**config.mk**
```make
export PLATFORM = sky130hd
export DESIGN_NAME = uart_rx_frame
export DESIGN_NICKNAME = d
export VERILOG_FILES = /design/src/rtl/uart_rx_frame.sv
export SDC_FILE = /design/constraint.sdc
export NUM_CORES = 1
export LEC_CHECK = 0
export ABC_AREA = 1
export BUFFER_PORTS_ARGS = -buffer_cell sky130_fd_sc_hd__buf_4
export CAP_MARGIN = 5
export CORE_MARGIN = 1
export CORE_UTILIZATION = 35
export CTS_CLUSTER_DIAMETER = 100
export DETAILED_ROUTE_END_ITERATION = 10
export PLACE_DENSITY = 0.59
export SETUP_SLACK_MARGIN = 0.05
export SLEW_MARGIN = 20
export SYNTH_ARGS = -nofsm -noshare
export SYNTH_HDL_FRONTEND = slang
export SYNTH_SLANG_ARGS = --single-unit
```
**constraint.sdc**
```tcl
create_clock -name clk -period 2.2 [get_ports clk]
set_input_delay 0.44 -clock clk [delete_from_list [all_inputs] [get_ports clk]]
set_output_delay 0.44 -clock clk [all_outputs]
set_load 0.03 [all_outputs]
```
**src/rtl/uart_rx_frame.sv**
```systemverilog
// UART receive engine: runtime data width, none/even/odd parity, 1 or 2 stop bits, break detection.
// Optional `UART_RX_MAJORITY_EN selects 2-of-3 voting on every sample instead of a single centre sample.
module uart_rx_frame #(
  parameter int DBIT_MAX = 9,
  parameter int OS_TICK  = 16
) (
  input  logic                clk,
  input  logic                rx_rst,
  input  logic                rx_en,
  input  logic                s_tick,
  input  logic                rx,
  input  logic [3:0]          cfg_dbits,
  input  logic [1:0]          cfg_parity,
  input  logic                cfg_stop2,
  output logic [DBIT_MAX-1:0] dout,
  output logic                rx_done_tick,
  output logic                rx_error_tick,
  output logic                parity_err,
  output logic                frame_err,
  output logic                break_det,
  output logic                rx_busy
);

  localparam int TW = $clog2(OS_TICK);
  localparam logic [TW-1:0] LAST = TW'(OS_TICK - 1);
  localparam logic [TW-1:0] HALF = TW'(OS_TICK / 2 - 1);

  typedef enum logic [2:0] {IDLE, START, DATA, PARITY, STOP} state_t;

  state_t              state_reg, state_next;
  logic                rx_s1_reg, rx_s_reg;
  logic [TW-1:0]       tick_reg, tick_next;
  logic [3:0]          bit_idx_reg, bit_idx_next;
  logic [3:0]          dbits_reg, dbits_next;
  logic [DBIT_MAX-1:0] b_reg, b_next;
  logic                par_en_reg, par_en_next;
  logic                par_odd_reg, par_odd_next;
  logic                stop2_reg, stop2_next;
  logic                stop_cnt_reg, stop_cnt_next;
  logic                perr_acc_reg, perr_acc_next;
  logic                ferr_acc_reg, ferr_acc_next;
  logic                zero_reg, zero_next;
  logic                hold_reg, hold_next;
  logic [DBIT_MAX-1:0] dout_reg, dout_next;
  logic                perr_reg, perr_next;
  logic                ferr_reg, ferr_next;
  logic                brk_reg, brk_next;
  logic                done_reg, done_next;
  logic                err_reg, err_next;
  logic [TW-1:0]       pt;
  logic                sample;
  logic                ferr_v, brk_v;

  assign pt = (state_reg == START) ? HALF : LAST;

`ifdef UART_RX_MAJORITY_EN
  logic [1:0] vote_reg, vote_next;
  assign sample = (vote_reg[0] & vote_reg[1]) | (vote_reg[0] & rx_s_reg) | (vote_reg[1] & rx_s_reg);
`else
  assign sample = rx_s_reg;
`endif

  always_ff @(posedge clk) begin
    if (rx_rst) begin
      rx_s1_reg    <= 1'b1;
      rx_s_reg     <= 1'b1;
      state_reg    <= IDLE;
      tick_reg     <= '0;
      bit_idx_reg  <= '0;
      dbits_reg    <= '0;
      b_reg        <= '0;
      par_en_reg   <= 1'b0;
      par_odd_reg  <= 1'b0;
      stop2_reg    <= 1'b0;
      stop_cnt_reg <= 1'b0;
      perr_acc_reg <= 1'b0;
      ferr_acc_reg <= 1'b0;
      zero_reg     <= 1'b0;
      hold_reg     <= 1'b0;
      dout_reg     <= '0;
      perr_reg     <= 1'b0;
      ferr_reg     <= 1'b0;
      brk_reg      <= 1'b0;
      done_reg     <= 1'b0;
      err_reg      <= 1'b0;
`ifdef UART_RX_MAJORITY_EN
      vote_reg     <= '0;
`endif
    end else begin
      rx_s1_reg    <= rx;
      rx_s_reg     <= rx_s1_reg;
      state_reg    <= state_next;
      tick_reg     <= tick_next;
      bit_idx_reg  <= bit_idx_next;
      dbits_reg    <= dbits_next;
      b_reg        <= b_next;
      par_en_reg   <= par_en_next;
      par_odd_reg  <= par_odd_next;
      stop2_reg    <= stop2_next;
      stop_cnt_reg <= stop_cnt_next;
      perr_acc_reg <= perr_acc_next;
      ferr_acc_reg <= ferr_acc_next;
      zero_reg     <= zero_next;
      hold_reg     <= hold_next;
      dout_reg     <= dout_next;
      perr_reg     <= perr_next;
      ferr_reg     <= ferr_next;
      brk_reg      <= brk_next;
      done_reg     <= done_next;
      err_reg      <= err_next;
`ifdef UART_RX_MAJORITY_EN
      vote_reg     <= vote_next;
`endif
    end
  end

  always_comb begin
    state_next    = state_reg;
    tick_next     = tick_reg;
    bit_idx_next  = bit_idx_reg;
    dbits_next    = dbits_reg;
    b_next        = b_reg;
    par_en_next   = par_en_reg;
    par_odd_next  = par_odd_reg;
    stop2_next    = stop2_reg;
    stop_cnt_next = stop_cnt_reg;
    perr_acc_next = perr_acc_reg;
    ferr_acc_next = ferr_acc_reg;
    zero_next     = zero_reg;
    hold_next     = hold_reg;
    dout_next     = dout_reg;
    perr_next     = perr_reg;
    ferr_next     = ferr_reg;
    brk_next      = brk_reg;
    done_next     = 1'b0;
    err_next      = 1'b0;
    ferr_v        = 1'b0;
    brk_v         = 1'b0;
`ifdef UART_RX_MAJORITY_EN
    vote_next     = vote_reg;
`endif

    if (state_reg == IDLE) begin
      // A frame that ended with the line low (break) must see the line high before re-arming.
      if (hold_reg && rx_s_reg)
        hold_next = 1'b0;
      if (rx_en && !rx_s_reg && !hold_reg) begin
        if (cfg_dbits < 4'd5)
          dbits_next = 4'd5;
        else if (cfg_dbits > 4'(DBIT_MAX))
          dbits_next = 4'(DBIT_MAX);
        else
          dbits_next = cfg_dbits;
        par_en_next   = (cfg_parity == 2'b01) || (cfg_parity == 2'b10);
        par_odd_next  = (cfg_parity == 2'b10);
        stop2_next    = cfg_stop2;
        tick_next     = '0;
        bit_idx_next  = '0;
        b_next        = '0;
        stop_cnt_next = 1'b0;
        perr_acc_next = 1'b0;
        ferr_acc_next = 1'b0;
        zero_next     = 1'b1;
        state_next    = START;
      end
    end else if (!rx_en) begin
      state_next = IDLE;
    end else if (s_tick) begin
      if (tick_reg != pt) begin
        tick_next = tick_reg + 1'b1;
`ifdef UART_RX_MAJORITY_EN
        if (tick_reg == pt - TW'(2)) vote_next[0] = rx_s_reg;
        if (tick_reg == pt - TW'(1)) vote_next[1] = rx_s_reg;
`endif
      end else begin
        tick_next = '0;
        case (state_reg)
          START: state_next = sample ? IDLE : DATA;
          DATA: begin
            b_next[bit_idx_reg] = sample;
            zero_next           = zero_reg & ~sample;
            bit_idx_next        = bit_idx_reg + 4'd1;
            if (bit_idx_reg == dbits_reg - 4'd1)
              state_next = par_en_reg ? PARITY : STOP;
          end
          PARITY: begin
            perr_acc_next = (^b_reg) ^ sample ^ par_odd_reg;
            zero_next     = zero_reg & ~sample;
            state_next    = STOP;
          end
          STOP: begin
            ferr_v        = ferr_acc_reg | ~sample;
            brk_v         = stop_cnt_reg ? zero_reg : (zero_reg & ~sample);
            ferr_acc_next = ferr_v;
            zero_next     = brk_v;
            if (stop2_reg && !stop_cnt_reg) begin
              stop_cnt_next = 1'b1;
            end else begin
              dout_next  = b_reg;
              perr_next  = perr_acc_reg;
              ferr_next  = ferr_v;
              brk_next   = brk_v;
              done_next  = 1'b1;
              err_next   = perr_acc_reg | ferr_v;
              hold_next  = ~sample;
              state_next = IDLE;
            end
          end
          default: state_next = IDLE;
        endcase
      end
    end
  end

  assign dout          = dout_reg;
  assign rx_done_tick  = done_reg;
  assign rx_error_tick = err_reg;
  assign parity_err    = perr_reg;
  assign frame_err     = ferr_reg;
  assign break_det     = brk_reg;
  assign rx_busy       = (state_reg != IDLE);

endmodule

```
==> results of run 1 <==
==> kinds of logic after synthesis <==
logic type,share of synthesized area (%)
buffers and inverters,8.21
XOR/XNOR,2.53
AO/OA/AOI/OAI,17.1
AND/OR/NAND/NOR,28.9
flip-flops,39.7
adder cells (fa/ha/maj),3.62
==> power groups by stage <==
stage / logic, mW / clock network (mW) / registers (mW)
floorplan: 0.744 / 0 / 1.05
global placement: 0.924 / 0 / 1.08
detailed placement: 0.921 / 0 / 1.08
CTS: 0.924 / 0.528 / 1.06
global route: 1.04 / 0.558 / 1.08
finish: 0.934 / 0.510 / 1.06
==> metal layers <==
layer / wire, µm / GRT usage, % / vias to the layer above
met5: 0 / 0 / -
met4: 101 / 5.86 / 0
met3: 259 / 3.50 / 20
met2: 2280 / 24.0 / 66
met1: 2710 / 20.9 / 976
li1: - / - / 1170
==> worst max-delay path: stages (launching register included) <==
cell	delay, ns
dfxtp_1	0.37
inv_1	0.18
nand3_1	0.12
nand2_1	0.09
nand3b_2	0.12
nand2_2	0.14
nand2_4	0.11
nor2_8	0.24
nand2_1	0.13
o21ai_0	0.18
nor2_1	0.07
==> layout make-up <==
class / count / area (µm²)
clock buffers: 6 / 72.6
flip-flops and latches: 48 / 961
fillers: 711 / 3740
inverters: 41 / 154
multi-input cells: 246 / 1260
well taps: 77 / 96.3
repair buffers: 31 / 233
clock inverters: 1 / 5.00
==> final timing paths <==
kind / startpoint / end / cells past startpoint / slack (ns)
max: state_reg[1] / b_reg[3] / 10 / 0.34
min: rx / rx_s1_reg / 2 / 0.31
max reg2reg: state_reg[1] / b_reg[3] / 10 / 0.34
min reg2reg: rx_s1_reg / rx_s_reg / 1 / 0.41
==> per-stage QoR <==
| step | instance area, µm² | power, mW | instances | setup WS (ns) |
|---|---|---|---|---|
| after global placement | 2710 | 2.00 | 443 | 0.231 |
| after CTS | 2780 | 2.51 | 450 | 0.259 |
| final | 2790 | 2.50 | 450 | 0.345 |
| after global routing | 2790 | 2.68 | 450 | 0.150 |
| after detailed placement | 2710 | 2.00 | 443 | 0.219 |
| after floorplan | 2420 | 1.80 | 343 | 0.678 |
==> Yosys cell counts <==
| library cell | instances |
|---|---|
| dfxtp_1 | 48 |
| nand2_4 | 2 |
| a211oi_1 | 3 |
| inv_1 | 40 |
| nand2_1 | 64 |
| nand4_1 | 4 |
| o21ai_0 | 35 |
| nor2_1 | 64 |
| buf_2 | 2 |
| or2_2 | 3 |
| o21a_4 | 1 |
| clkbuf_2 | 1 |
| nor3_2 | 1 |
| nor2_4 | 1 |
| a21oi_1 | 15 |
| clkbuf_1 | 3 |
| buf_6 | 1 |
| o221ai_1 | 1 |
| o22ai_1 | 1 |
| ha_1 | 7 |
| o211a_1 | 1 |
| o21a_1 | 2 |
| xor2_1 | 2 |
| nor2_8 | 1 |
| inv_2 | 1 |
| a21boi_0 | 1 |
| xnor2_1 | 5 |
| buf_4 | 1 |
| a21oi_2 | 1 |
| nand3_1 | 12 |
| nand3b_2 | 1 |
| nand2_2 | 4 |
| o211ai_1 | 1 |
| nor3_1 | 3 |
| a31oi_1 | 10 |
==> timing repair <==
item	4_1_cts	5_1_grt
hold buffers	0	0
endpoints found under the setup margin	0	2
resized for setup	0	1
==> impl_metrics.ini, run 1 <==
[finish]
final_common_cell = nand2_1
layout_common_cells = nand2_1 (64), nor2_1 (63), dfxtp_1 (48), inv_1 (40), o21ai_0 (35)
diodes = 0
syn2layout_area_growth_pct = 15.0
utilization_pct = 42.7
fin_nets = 392
drive_gt1_share_pct = 14.5

[power]
power_switching_mw = 0.996
ir_drop_mv = 0.282
swShare_pct = 39.8
clkPwrFrac_pct = 20.4
p_leak_nw = 1.28
p_comb_share_pct = 37.4
p_int_mw = 1.51
power.density_mw_per_mm2 = 898
seq_power_share_pct = 42.2

[global_routing]
antenna_found_initial = 0
grt_pass1_wl_um = 9000
grt_overflow = 0
grt_pass1_vias = 1939
grt_max_degree = 20
grt_use_total_pct = 15.5

[routing]
drc = 0
drt-pass1-iter-count = 5
vias = 2232
ant_nets = 0
drt_iter0_drc = 182
via_per_inst = 4.96
postRouteWirelength_um = 5350
wl_per_cell_um = 11.9

[sta]
drv_slew = 0
finalSetupViolCount = 0
tightestPinTransition_ns = 0.464
finalHoldViolations = 0
period_share_pct = 84.3
relSlewSlack_pct = 69.1
grt_setup_unrepaired = no
timing.hold.ws_ns = 0.314
fmax_ghz = 0.539
setup_tns_ns = 0
skew_ns = 0.00825
fin_crit_ns = 1.86

[synthesis]
synthCells = 343
synth_seq_area_share_pct = 39.7
ys.warnings.count = 0
synth_nets = 362
yosys-top-cells-area = dfxtp_1 (40%), nand2_1 (9.9%), nor2_1 (9.9%)
ys_types = 35
synth_top_area_share_pct = 39.7
yosys.area.top_type = dfxtp_1
ys_ff_latch = 48
avgSynthCellArea_um2 = 7.06
syn_area_mm2 = 0.00242

[floorplanning]
core-area_mm2 = 0.00653
start_util_pct = 37.1
die_area_mm2 = 0.00726
die_h_um = 85.2
rows = 29
ioPinCount = 27
die_x_um = 85.2

[cts]
cts_made_buffers = 5
cts-root-buf = clkbuf_8
cts_tree = done
clk_latency_ns = 0.30
clockBufferDepth = 2
cts_sinks = 48
htree_levels = 2
clk_pin_slew_worst_paths_ns = 0.09
post_cts_buffers = 0

[placed_design]
globalplace.congestion = 0.922
dp_hpwl_um = 4050
io_buffer_count = 26

[hold_path]
hp-class = in2reg

[setup_path]
cp-start-kind = register
required_ns = 2.40
endpoint_kind = register
critical_path.max_fanout = 19
worst_ep_arrival_time_ns = 2.05
criticalPathCategory = reg2reg

[run]
maxCapViolCount = 0

[status]
run_status = complete, no violations
Power figures use the tool's default switching activity.
==> inputs of run 2 (changes only) <==
ABC_AREA = 0   (was 1)
clock period = 1.9 ns   (was 2.2 ns; I/O delays follow)
==> impl_metrics.ini, run 2 <==
[status]
run_status = complete, but fails checks
violations = DRC

[finish]
utilization_pct = 46.3
fin_nets = 341
layout_common_cells = buf_4 (49), dfxtp_1 (42), nor2_1 (32), nand2_1 (24), a21oi_1 (24)
nFillCells = 632
diodes = 0
final_common_cell = buf_4
drive_gt1_share_pct = 24.8
syn2layout_area_growth_pct = 25.9

[power]
power_switching_mw = 0.535
p_comb_share_pct = 14.4
power.density_mw_per_mm2 = 741
clkPwrFrac_pct = 38.7
ir_drop_mv = 0.349
swShare_pct = 24.1
seq_power_share_pct = 46.8
p_leak_nw = 1.20
p_int_mw = 1.68

[sta]
drv_slew = 0
skew_ns = 0.00614
period_share_pct = 92.3
setup_tns_ns = 0
finalHoldViolations = 0
fin_crit_ns = 1.75
tightestPinTransition_ns = 0.402
finalSetupViolCount = 0
grt_setup_unrepaired = no
relSlewSlack_pct = 73.2
fmax_ghz = 0.570

[setup_path]
path_buf_inv = 0
cp_top_family = simple AND/OR/NAND/NOR gates
path_cells = nor3_4 -> mux2i_4 -> o21ai_4 -> or4_1 -> a21oi_1
critical_path.max_fanout = 7
cp-start-kind = register
endpoint_kind = register
slowest_stage = or4_1
slowest_delay_ns = 0.50
worst_ep_arrival_time_ns = 1.99
required_ns = 2.13
criticalPathCategory = reg2reg

[floorplanning]
die_area_mm2 = 0.00712
start_util_pct = 36.8
die_x_um = 84.4
die_h_um = 84.4
rows = 29
ioPinCount = 27
core-area_mm2 = 0.00646

[global_routing]
antenna_found_initial = 0
grt_max_degree = 36
grt_pass1_vias = 1910
grt_pass1_wl_um = 9040
grt_overflow = 0
grt_use_total_pct = 15.9

[routing]
wl_per_cell_um = 13.8
drc = 4
ant_nets = 0
via_per_inst = 5.19
postRouteWirelength_um = 5510
vias = 2070
drt_iter0_drc = 89
drt-pass1-iter-count = 7

[placed_design]
dp_hpwl_um = 3910
globalplace.congestion = 0.782
io_buffer_count = 26

[cts]
cts_tree = done
clk_latency_ns = 0.30
clk_pin_slew_worst_paths_ns = 0.09
cts_made_buffers = 5
cts_sinks = 48
clockBufferDepth = 2
htree_levels = 2
cts-root-buf = clkbuf_8

[run]
maxCapViolCount = 0

[synthesis]
yosys-top-cells-area = dfxtp_1 (40%), xnor2_1 (5.2%), a21oi_1 (5.1%)
ys.warnings.count = 0
ys_types = 47
yosysMostFrequentCell = dfxtp_1
synthFlopType = dfxtp_1
ys_ff_latch = 48
synth_top_area_share_pct = 40.4
synth_commonest_cells = dfxtp_1 (48), nor2_1 (32), a21oi_1 (24), nand2_1 (24)
yosys.area.top_type = dfxtp_1
synth_nets = 296
synthCells = 277
avgSynthCellArea_um2 = 8.58
synth_edf_count = 0
ys_async_sr_fraction_pct = 0
syn_area_mm2 = 0.00238
synth_seq_area_share_pct = 40.4

[hold_path]
hp-class = in2reg
## run 2: changes by cell type after synthesis, moves of 9 or more
cell / delta
mux2i_1: +12
nor2_1: -32
nand2_1: -40
a21oi_1: +9
o21ai_0: -21
xnor2_1: +9
inv_1: -34
## run 2: layout make-up
type                            instances  area (µm²)  share of cell area [%]
Clock inverter                          2        60.1                    2.01
Inverter                                7        26.3                   0.878
Sequential cell                        48         971                    32.5
Tap cell                               77        96.3                    3.22
Multi-Input combinational cell        208        1360                    45.4
Clock buffer                            5        68.8                    2.30
Timing Repair Buffer                   52         410                    13.7
## run 2: metrics by stage
stage	hold slack (ns)	std cells	total power, mW	setup WS (ns)	cell area, µm²
floorplan	0.389	277	1.24	0.0785	2380
global placement	0.392	387	1.36	0.0522	2780
detailed placement	0.405	387	1.36	0.0326	2780
CTS	0.251	394	2.22	0.0730	2910
global route	0.258	399	2.31	0.0237	2990
finish	0.257	399	2.22	0.147	2990
## run 2: path summary, 6_finish.rpt
kind,from,to,slack [ns],cells after the start
hold reg to reg,rx_s1_reg,rx_s_reg,0.43,1
setup / recovery,state_reg[0],bit_idx_reg[3],0.15,5
setup reg to reg,state_reg[0],bit_idx_reg[3],0.15,5
hold / removal,rx,rx_s1_reg,0.26,2
## run 2: layer usage
| layer | global-route usage (%) | vias up | share of wire (%) |
|---|---|---|---|
| met1 | 21.0 | 969 | 51 |
| met3 | 3.05 | 4 | 3.2 |
| met5 | 0 | - | 0 |
| met4 | 5.08 | 0 | 1.0 |
| met2 | 26.4 | 33 | 45 |
| li1 | - | 1064 | - |
## run 2: power by group through the flow
| stage | Combinational (mW) | Clock (mW) | Sequential, mW |
|---|---|---|---|
| final | 0.320 | 0.859 | 1.04 |
| after global routing | 0.350 | 0.916 | 1.04 |
| after CTS | 0.304 | 0.876 | 1.04 |
| after detailed placement | 0.303 | 0 | 1.06 |
| after global placement | 0.301 | 0 | 1.06 |
| after floorplan | 0.187 | 0 | 1.05 |
## run 2: logic make-up after synthesis
kind of cell | Yosys count | share of synthesized area [%]
muxes | 13 | 6.00
and+or+nand+nor | 106 | 23.3
AOI/OAI and AO/OA | 63 | 16.0
buffers and inverters | 21 | 3.63
xor gates and xnor gates | 19 | 7.00
DFF | 48 | 40.4
adders and majority gates | 7 | 3.69
## run 2: timing repair
| action | CTS | global route |
|---|---|---|
| gates resized for setup | 0 | 16 |
| endpoints found under the setup margin | 0 | 26 |
| hold buffers | 0 | 0 |
| buffers inserted | 0 | 4 |
==> inputs of run 3 (changes only) <==
RECOVER_POWER = 50   (was default)
==> impl_metrics.ini, run 3 (same netlist as run 2, synthesis figures left out) <==
[cts]
htree_levels = 2
clk_pin_slew_worst_paths_ns = 0.09
cts_tree = done
cts_made_buffers = 5
clockBufferDepth = 2
cts-root-buf = clkbuf_8
clk_latency_ns = 0.30
cts_sinks = 48

[global_routing]
met1_usage_pct = 21.0
grt_overflow = 0
grt_max_degree = 36
antenna_found_initial = 0
grt_pass1_vias = 1910
met2_usage_pct = 26.4
top_usage_layer = met2
grt_pass1_wl_um = 9040
grt_use_total_pct = 15.9
grtUsageMet3_pct = 3.05

[routing]
wl_per_cell_um = 13.9
drc = 4
postRouteWirelength_um = 5540
drt-pass1-iter-count = 7
ant_nets = 0
vias = 2062
drt_iter0_drc = 94
via_per_inst = 5.17

[hold_path]
hp-class = in2reg

[power]
ir_drop_mv = 0.350
power.density_mw_per_mm2 = 756
p_leak_nw = 1.13
power_mw = 2.22

[setup_path]
criticalPathCategory = reg2reg
endpoint_kind = register
critical_path.max_fanout = 6
worst_ep_arrival_time_ns = 1.92
cp-start-kind = register
required_ns = 2.06

[sta]
finalHoldViolations = 0
relSlewSlack_pct = 48.6
drv_slew = 0
fin_crit_ns = 1.76
period_share_pct = 92.5
skew_ns = 0.00544
setup_tns_ns = 0
grt_setup_unrepaired = no
tightestPinTransition_ns = 0.771
fmax_ghz = 0.569
finalSetupViolCount = 0

[floorplanning]
start_util_pct = 36.8
die_h_um = 84.4
die_x_um = 84.4
rows = 29
core-area_mm2 = 0.00646
die_area_mm2 = 0.00712
ioPinCount = 27

[placed_design]
place_area_mm2 = 0.00278
io_buffer_count = 26
placed_cells = 387
globalplace.congestion = 0.782
dp_hpwl_um = 3910

[run]
maxCapViolCount = 0

[finish]
diodes = 0
instances_no_fill = 399
fin_nets = 341
final_common_cell = dfxtp_1
nFillCells = 637
syn2layout_area_growth_pct = 23.4
layout_common_cells = dfxtp_1 (42), nor2_1 (32), buf_4 (31), nand2_1 (24), a21oi_1 (24)
drive_gt1_share_pct = 20.5
stdcell_area_mm2 = 0.00293

[status]
violations = DRC
run_status = complete, but fails checks
==> run 3: cell count changes in the layout (fill, tap and decap cells not counted) <==
cell / change
buf_4: -18
clkbuf_1: +14
clkbuf_2: +3
clkbuf_4: +1
==> run 3: cell type report <==
cell class	count	area [µm²]	area share, %
inverter	7	26.3	0.896
tap	77	96.3	3.29
multi-input combinational	208	1360	46.4
clock inverter	2	60.1	2.05
sequential	48	971	33.1
timing repair buffer	52	350	12.0
clock buffer	5	68.8	2.35
==> run 3: worst max-delay path, cell delays in order, from the launching register on <==
cell and delay (ns):
dfxtp_2 0.36, ha_2 0.19, nand3b_1 0.14, mux2i_1 0.23
nand4_1 0.15, buf_4 0.19, buf_6 0.14, mux2i_1 0.16
nor2_1 0.05
==> run 3: metrics by stage <==
stage	utilization [%]	worst slack, ns	hold slack [ns]
6_report	45.4	0.143	0.257
5_1_grt	45.4	0.00690	0.258
4_1_cts	45.1	0.0730	0.251
3_5_place_dp	43.1	0.0326	0.405
3_3_place_gp	43.1	0.0522	0.392
2_1_floorplan	-	0.0785	0.389
==> run 3: what timing repair did <==
item	CTS	global route
endpoints found under the hold margin	0	0
hold buffers	0	0
setup endpoints to repair	0	26
setup buffers	0	4
resized for setup	0	16
==> run 3: routing by layer <==
layer / wire length [µm] / up-vias
met1: 2830 / 970
met4: 38 / 0
met2: 2490 / 28
met5: 0 / -
li1: - / 1062
met3: 170 / 2
==> run 3: final timing paths <==
| kind | from | to | slack [ns] | cells past startpoint |
|---|---|---|---|---|
| hold / removal | rx | rx_s1_reg | 0.26 | 2 |
| setup reg to reg | tick_reg[0] | dout[8] | 0.14 | 8 |
| setup / recovery | tick_reg[0] | dout[8] | 0.14 | 8 |
| hold reg to reg | rx_s1_reg | rx_s_reg | 0.43 | 1 |
==> run 3: where the power goes <==
part / internal, mW / switching (mW)
registers: 1.02 / 0.0170
clock network: 0.518 / 0.342
logic: 0.141 / 0.177
total: 1.68 / 0.536
